`src/rtl/riscv_pkg.sv`:
```
// Shared core definitions: writeback source encodings, load funct3 codes
// and the default datapath/register-file dimensions.
package riscv_pkg;

   localparam int DEFAULT_DATA_WIDTH   = 32;
   localparam int DEFAULT_NUM_REGISTER = 32;

   localparam logic [1:0] WB_ALU  = 2'b00;
   localparam logic [1:0] WB_LOAD = 2'b01;
   localparam logic [1:0] WB_PC4  = 2'b10;

   localparam logic [2:0] F3_LB  = 3'b000;
   localparam logic [2:0] F3_LH  = 3'b001;
   localparam logic [2:0] F3_LW  = 3'b010;
   localparam logic [2:0] F3_LBU = 3'b100;
   localparam logic [2:0] F3_LHU = 3'b101;

endpackage

```
`src/rtl/load_align.sv`:
```
// Combinational load lane selection and sign/zero extension, with detection
// of misaligned halfword/word accesses and unknown load types.
module load_align
   import riscv_pkg::*;
#(
   parameter int DW = DEFAULT_DATA_WIDTH
) (
   input  logic [DW-1:0] i_mem_rdata,
   input  logic [1:0]    i_offset,
   input  logic [2:0]    i_funct3,
   output logic [DW-1:0] o_data,
   output logic          o_err
);

   logic [7:0]  byte_lane;
   logic [15:0] half_lane;

   always_comb begin
      byte_lane = i_mem_rdata[{i_offset, 3'b000} +: 8];
      half_lane = i_mem_rdata[{i_offset[1], 4'b0000} +: 16];
      o_data    = '0;
      o_err     = 1'b0;
      case (i_funct3)
         F3_LB:  o_data = {{(DW-8){byte_lane[7]}}, byte_lane};
         F3_LBU: o_data = {{(DW-8){1'b0}}, byte_lane};
         F3_LH: begin
            o_data = {{(DW-16){half_lane[15]}}, half_lane};
            o_err  = i_offset[0];
         end
         F3_LHU: begin
            o_data = {{(DW-16){1'b0}}, half_lane};
            o_err  = i_offset[0];
         end
         F3_LW: begin
            o_data = i_mem_rdata;
            o_err  = |i_offset;
         end
         default: o_err = 1'b1;
      endcase
   end

endmodule

```
`src/rtl/writeback_stage.sv`:
```
// Final pipeline stage: selects and registers the writeback value, drives the
// register-file write port plus its forwarding copy, and counts retirements.
module writeback_stage
   import riscv_pkg::*;
#(
   parameter int DATA_WIDTH   = DEFAULT_DATA_WIDTH,
   parameter int NUM_REGISTER = DEFAULT_NUM_REGISTER,
   localparam int AW          = $clog2(NUM_REGISTER)
) (
   input  logic                  i_clk,
   input  logic                  i_rst,
   input  logic                  i_valid,
   input  logic                  i_flush,
   input  logic                  i_rd_en,
   input  logic [AW-1:0]         i_rd_addr,
   input  logic [1:0]            i_wb_sel,
   input  logic [2:0]            i_funct3,
   input  logic [DATA_WIDTH-1:0] i_alu_result,
   input  logic [DATA_WIDTH-1:0] i_mem_rdata,
   input  logic [DATA_WIDTH-1:0] i_pc_plus4,
   output logic                  o_we,
   output logic [AW-1:0]         o_rd_addr,
   output logic [DATA_WIDTH-1:0] o_rd,
   output logic                  o_fwd_valid,
   output logic [AW-1:0]         o_fwd_addr,
   output logic [DATA_WIDTH-1:0] o_fwd_data,
   output logic                  o_load_err,
   output logic [63:0]           o_instret
);

   logic [DATA_WIDTH-1:0] load_data;
   logic                  load_err;

   load_align #(.DW(DATA_WIDTH)) u_load_align (
      .i_mem_rdata (i_mem_rdata),
      .i_offset    (i_alu_result[1:0]),
      .i_funct3    (i_funct3),
      .o_data      (load_data),
      .o_err       (load_err)
   );

   logic                  valid_d;
   logic                  we_d, we_q;
   logic                  err_d, err_q;
   logic [AW-1:0]         rd_addr_d, rd_addr_q;
   logic [DATA_WIDTH-1:0] rd_d, rd_q;
   logic [63:0]           instret_d, instret_q;

   // The write enable and error are resolved before the register, so the
   // registered copies already carry the bubble/flush/x0 qualification.
   always_comb begin
      valid_d   = i_valid & ~i_flush;
      rd_addr_d = i_rd_addr;
      case (i_wb_sel)
         WB_ALU:  rd_d = i_alu_result;
         WB_LOAD: rd_d = load_data;
         WB_PC4:  rd_d = i_pc_plus4;
         default: rd_d = '0;
      endcase
      err_d     = valid_d & (i_wb_sel == WB_LOAD) & load_err;
      we_d      = valid_d & i_rd_en & (i_rd_addr != '0) & ~err_d & (i_wb_sel != 2'b11);
      instret_d = instret_q + 64'(valid_d & ~err_d);
   end

   always_ff @(posedge i_clk or negedge i_rst) begin
      if (!i_rst) begin
         we_q      <= 1'b0;
         err_q     <= 1'b0;
         rd_addr_q <= '0;
         rd_q      <= '0;
         instret_q <= '0;
      end else begin
         we_q      <= we_d;
         err_q     <= err_d;
         rd_addr_q <= rd_addr_d;
         rd_q      <= rd_d;
         instret_q <= instret_d;
      end
   end

   assign o_we        = we_q;
   assign o_rd_addr   = rd_addr_q;
   assign o_rd        = rd_q;
   assign o_fwd_valid = we_q;
   assign o_fwd_addr  = rd_addr_q;
   assign o_fwd_data  = rd_q;
   assign o_load_err  = err_q;
   assign o_instret   = instret_q;

endmodule
```
`config.mk`:
```
export PLATFORM = sky130hd
export DESIGN_NAME = writeback_stage
export DESIGN_NICKNAME = d
export VERILOG_FILES = /design/src/rtl/riscv_pkg.sv /design/src/rtl/load_align.sv /design/src/rtl/writeback_stage.sv
export SDC_FILE = /design/constraint.sdc
export NUM_CORES = 1
export LEC_CHECK = 0
export BUFFER_PORTS_ARGS = -buffer_cell sky130_fd_sc_hd__buf_2
export CAP_MARGIN = 20
export CORE_MARGIN = 5
export CORE_UTILIZATION = 40
export DETAILED_ROUTE_END_ITERATION = 7
export PLACE_DENSITY = 0.75
export SETUP_SLACK_MARGIN = 0.05
export SLEW_MARGIN = 20
export SYNTH_ARGS = -nofsm -noshare
export SYNTH_HDL_FRONTEND = slang
export SYNTH_HIERARCHICAL = 1
export SYNTH_SLANG_ARGS = --single-unit
```
`constraint.sdc`:
```
create_clock -name i_clk -period 4.9 [get_ports i_clk]
set_input_delay 0.98 -clock i_clk [delete_from_list [all_inputs] [get_ports i_clk]]
set_output_delay 0.98 -clock i_clk [all_outputs]
set_load 0.02 [all_outputs]
```
======== Yosys cells after proc, flatten, opt, wreduce, memory -nomap -nowiden ========
Index checks and enable logic that the tools add are counted.
W data, S select, Z words.
cells by class
  equality and inequality tests ........... 7
  shift-type cells ........................ 2
  muxes and demuxes ....................... 3
  reductions and logical operators ........ 6
  $add $sub $neg .......................... 1
  bitwise operators ....................... 11
operators by type and width
  cell                  count
  $pmux W32 S5          1
  $pmux W32 S3          1
  $add A64 B64 Y64      1
  $and A1 B64 Y64       1
  $not A1 Y64           1
  $shiftx A32 B6 Y16    1
  $shiftx A32 B6 Y8     1
  $and A1 B1 Y1         7
  $eq A3 B3 Y1 const B  2
  $reduce_or A2 Y1      3
  $reduce_bool A5 Y1    1
  $eq A3 B1 Y1 const B  1
  $eq A3 B2 Y1 const B  1
  $logic_not A3 Y1      1
  $pmux W1 S3           1
  $eq A2 B1 Y1 const B  1
  $eq A2 B2 Y1 const B  1
  $logic_not A2 Y1      1
  $ne A2 B2 Y1 const B  1
  $not A1 Y1            2
word-level totals
  logic and storage cells ................. 35
  bits in registers ....................... 103
  output and inout port bits .............. 141
  bits of input ports ..................... 111

======== Logic depth before layout (Yosys ltp) ========
  depth after elaboration ................. 7
  gate-level depth with buffers ........... 14
  mapped depth without buffers ............ 12

======== Hierarchy ========
Netlist, hierarchy kept.
modules (own cells, without submodules)
  module           cells an instance  seq. area each (um^2)  instances  area each (um^2)
  writeback_stage  456                2,577.5                1          4,948.5
  load_align       108                0.0                    1          899.6

======== Worst setup path after synthesis ========
Ideal clock, no wire load.
  path type ............................... input to register
  from .................................... input port i_funct3[2]
  to ...................................... register instret_q[46] (netlist: o_instret[46])
  stages on the path ...................... 13
  library setup time ...................... 0.131 ns
  setup slack ............................. 1.192 ns
  buffers on the path ..................... 1
  required time ........................... 4.769 ns
  arrival time ............................ 3.576 ns
  cell sequence ........................... buf_2 > or2_2 > o21a_1 > o22a_1 > nand3b_1 > and3b_1 > ha_1 > ha_1 > nand3_1 > nor4_4 > nand3_2 > or4_4 > xnor2_2
on the way
  longest elaborated chain between the ends .. 7
  elaborated cells between the ends (all ways) .. 12
  classes of those cells .................. add/sub (1); eq/ne (4); mux (1); bitwise (3); reduce/logical (3)
RTL lines
  what                                        RTL line               source
  start: declaration                          writeback_stage.sv:17  input logic [2:0] i_funct3,
  $eq A3 B1 Y1, or another cell as far along  load_align.sv:23       case (i_funct3)
  $reduce_or A2 Y1 (no source line)           --
  $pmux W1 S3 *                               load_align.sv:23
  named net load_err                          writeback_stage.sv:32  logic load_err;
  $and A1 B1 Y1 *                             writeback_stage.sv:60  err_d = valid_d & (i_wb_sel == WB_LOAD) & load_err;
  $not A1 Y64 *                               writeback_stage.sv:62  instret_d = instret_q + 64'(valid_d & ~err_d);
  $and A1 B64 Y64 *                           writeback_stage.sv:62
  $add A64 B64 Y64 *                          writeback_stage.sv:62
  named net instret_d[46]                     writeback_stage.sv:47  logic [63:0] instret_d, instret_q;
  end signal: assignment                      writeback_stage.sv:77  instret_q <= instret_d;
  end: declaration                            writeback_stage.sv:47
Mark *: on every way through the listed nets, which the timed path passes. The rest lies on a longest branch.

======== Worst setup path in the final report ========
  from .................................... input port i_funct3[2]
  to ...................................... register instret_q[61] (netlist: o_instret[61])
The elaborated chain is that of the path after synthesis.

==> PnR_summary.wiki <==
{| class="wikitable"
! Metric !! Value
|-
| Depth of the worst register-to-register path || 5
|-
| Post_cts resized || 0
|-
| Clock tree from TritonCTS || built
|-
| R2R Setup Slk || between 2 and 3 ns
|-
| Starting density of the core || roughly 41%
|-
| DIE WIDTH || 131 µm
|-
| Cells traversed along the worst timing path || buf_2, or2_2, o21a_1, o22a_1, nand3b_1, and3b_1, ha_1, nand4_1, nor4_1, nand4_1, nor3_1, xor2_1
|-
| Post-layout nets || about 900
|-
| Max clock buf depth || 2
|-
| Utilization of the core after routing || 50.1%
|-
| WS Path Type || in -> reg
|-
| Maximum level of the CTS H-tree || 3
|-
| Worst max-slew margin expressed relative to the limit || 33.5%
|-
| Setup Fix Bufs, Post-CTS || 0
|-
| Final TNS setup || 0 ns
|-
| Async SR Flop Fraction || 100%
|-
| Number of buffers created by CTS || 9
|-
| Global-route wire length before repair || 26100 µm
|-
| Total count of max-transition violations in the final report || 0
|-
| Avg WL per Cell || 17.9 µm
|-
| Total power per unit cell area || between 200 and 300 mW/mm²
|-
| Number of search-and-repair iterations in the first detailed-routing pass || 5
|-
| Number of top-level design ports || 252
|-
| Post-DP HPWL || 13200 µm
|-
| Share of cells above drive strength 1 || between 30% and 40%
|-
| Top cell by count, worst path || nand4_1
|-
| Area taken by flip-flops and latches || 0.00258 mm²
|-
| Height of the chip || about 130 µm
|-
| WHS || 0.463 ns
|-
| Hold Crit Depth || 1
|-
| Maximum fanout encountered on the critical timing path || 18
|-
| Mapped Cells || about 560
|-
| Slowest-stage cell, CP || nor4_1
|-
| Ys flop type || dfrtp_1
|-
| Final worst path period share || 80.4%
|-
| Weighted congestion reported at the end of routability-driven placement || between 0.9 and 1
|-
| CTS Root Cell || clkbuf_16
|-
| Mean cell area of the mapped netlist || 10.4 µm²
|-
| Maximum clock frequency || 254 MHz
|-
| Total leakage power || 3.71 nW
|-
| Setup Skew || 0.00867 ns
|-
| Post-synthesis cell area || a little under 0.006 mm²
|-
| Total vias in the final route || 5128
|-
| Setup repair after global routing missed its margin || false
|-
| Die area || 0.0171 mm²
|-
| Count of flip-flops with a built-in enable after synthesis || 0
|-
| Number of cell rows || 44
|-
| Hold crit path type || reg -> reg
|-
| Number of synthesized register bits || 103
|-
| Via count of the first global-routing pass || 4997
|-
| Clock sink total || 103
|-
| Clock transition time at the flip-flop clock pins of the worst setup and hold paths || 0.07 ns
|-
| Endpoints failing setup || 0
|-
| Clock insertion delay at the later pin of the skew report || around 0.35 ns
|-
| Final number of hold-violating endpoints || 0
|-
| Crit path setup slack, layout || 0.959 ns
|-
| CP max stage delay || roughly 0.47 ns
|-
| Total area of multi-input combinational cells || between 0.002 and 0.003 mm²
|-
| Number of diodes added for antenna fixing || 0
|-
| Post-route DRC || 0
|-
| Signal arrival time at the worst endpoint || around 4.2 ns
|-
| Hold-fix buffers, CTS || 0
|-
| Commonest non-fill, non-tap cell in the layout || buf_2
|-
| Remaining Overflow, GRT || 0
|-
| Startpoint Class || input port
|-
| Worst VDD drop || 0.000154 V
|-
| Number of library cell types mapped by synthesis || 58
|-
| Post-Place Worst Slack || 0.648 ns
|-
| Placeable core region || 0.0144 mm²
|-
| Max-capacitance violation count || 0
|-
| Data required time at the worst endpoint || about 5.2 ns
|-
| Maximum number of pins on one net before global-route repair || 69
|-
| Worst setup EP type || register
|-
| Global-route usage over all layers || just under 20%
|-
| Run status || finished, final reports clean
|-
| Average via count per standard cell || 5.37
|-
| Count of warnings emitted by yosys || 6
|-
| Final critical delay including setup and external delays || 3.94 ns
|-
| Number of nets in the synthesized netlist || a little under 700
|-
| Filler instances || 1374
|-
| Commonest cells after routing, fill and taps aside || buf_2, dfrtp_1, nand2_1
|-
| Routed Antenna Nets || 0
|-
| Area overhead of the layout relative to synthesis || 23.7%
|-
| Fraction of the yosys area taken by sequential cells || ~44%
|-
| 1st-iter DRT viols || 378
|-
| Number of antenna violations at the first check in global routing || 1
|-
| IO buf count || between 200 and 300
|-
| Worst-Margin Slew || 0.995 ns
|-
| Total wire length after detailed routing || around 17000 µm
|}
[routing by layer]
| layer | track usage (%) | routed length [µm] |
|---|---|---|
| met2 | 30.7 | 8010 |
| met1 | 25.4 | 6820 |
| met4 | 7.14 | 492 |
| met3 | 5.85 | 1740 |
| met5 | 0 | 13 |
[report_power, final]
part | leakage (nW) | internal, mW | switching (mW)
combinational | 2.20 | 0.152 | 0.262
clock | 0.136 | 0.357 | 0.349
sequential | 1.37 | 0.897 | 0.0448
[critical path, delay by kind of cell]
kind	cells	cell delay (ns)
AO/OA/AOI/OAI	2	0.36
XOR/XNOR	1	0.19
adder cells (fa/ha/maj)	1	0.21
buffers and inverters	1	0.23
AND/OR/NAND/NOR	7	2.22
[cell families after synthesis]
group / share of synthesized area (%)
simple gates: 18.6
flops: 44.1
compound gates: 12.0
buf+inv: 7.87
xor+xnor: 9.41
mux: 7.62
fa+ha+maj: 0.428
[cells in the mapped netlist (2+ instances only)]
cell,number,area share [%]
nor4_1,5,0.53
mux2i_1,37,6.3
buf_2,2,0.17
nor4_2,2,0.43
and2_1,3,0.32
buf_6,4,0.77
o21ai_0,37,3.2
nor2_1,17,1.1
and4_1,6,0.90
or2_2,2,0.21
mux2_2,2,0.39
dfrtp_1,103,44
ha_1,2,0.43
nand3_1,25,2.1
a221o_1,7,1.2
nor2b_1,6,0.64
and3_1,9,0.96
xnor2_1,38,5.7
mux2_4,2,0.51
nor3_1,9,0.77
inv_1,7,0.45
a211oi_1,6,0.77
nand4_1,20,2.1
nor2b_2,2,0.30
nand2_1,65,4.2
a211oi_2,10,2.1
buf_4,42,5.4
clkbuf_1,15,0.96
nor4_4,3,1.1
xor2_1,23,3.4
o221ai_1,5,0.75
nor3b_1,3,0.39
buf_1,2,0.13
or4_1,2,0.26
a22oi_1,18,2.3
[final timing paths]
check,startpoint,to
hold reg to reg,o_instret[63],o_instret[63]
setup reg to reg,o_instret[32],o_instret[61]
max in group asynchronous,i_rst,o_fwd_data[19]
setup / recovery,i_funct3[2],o_instret[61]
hold / removal,o_instret[63],o_instret[63]
min in group asynchronous,i_rst,o_instret[59]
[registers in the layout (all words and copies together), names as in the netlist]
signal	cells
o_fwd_addr	5
o_fwd_data	32
o_fwd_valid	1
o_instret	64
o_load_err	1
[final cells by class]
cell class	instances	area share (%)
clock buffer	9	3.11
clock inverter	7	0.882
inverter	7	0.363
multi-input combinational	389	38.9
sequential	103	35.6
tap	184	3.18
timing repair buffer	256	17.9
[metrics by stage]
| step | cell area, µm² | std cells | total power, mW |
|---|---|---|---|
| floorplan | 5850 | 564 | 1.22 |
| global placement | 6940 | 939 | 1.37 |
| detailed placement | 6940 | 939 | 1.38 |
| CTS | 7230 | 955 | 2.09 |
| global route | 7230 | 955 | 2.16 |
| finish | 7230 | 955 | 2.06 |
Note: power is estimated with default switching activity, not from simulation.
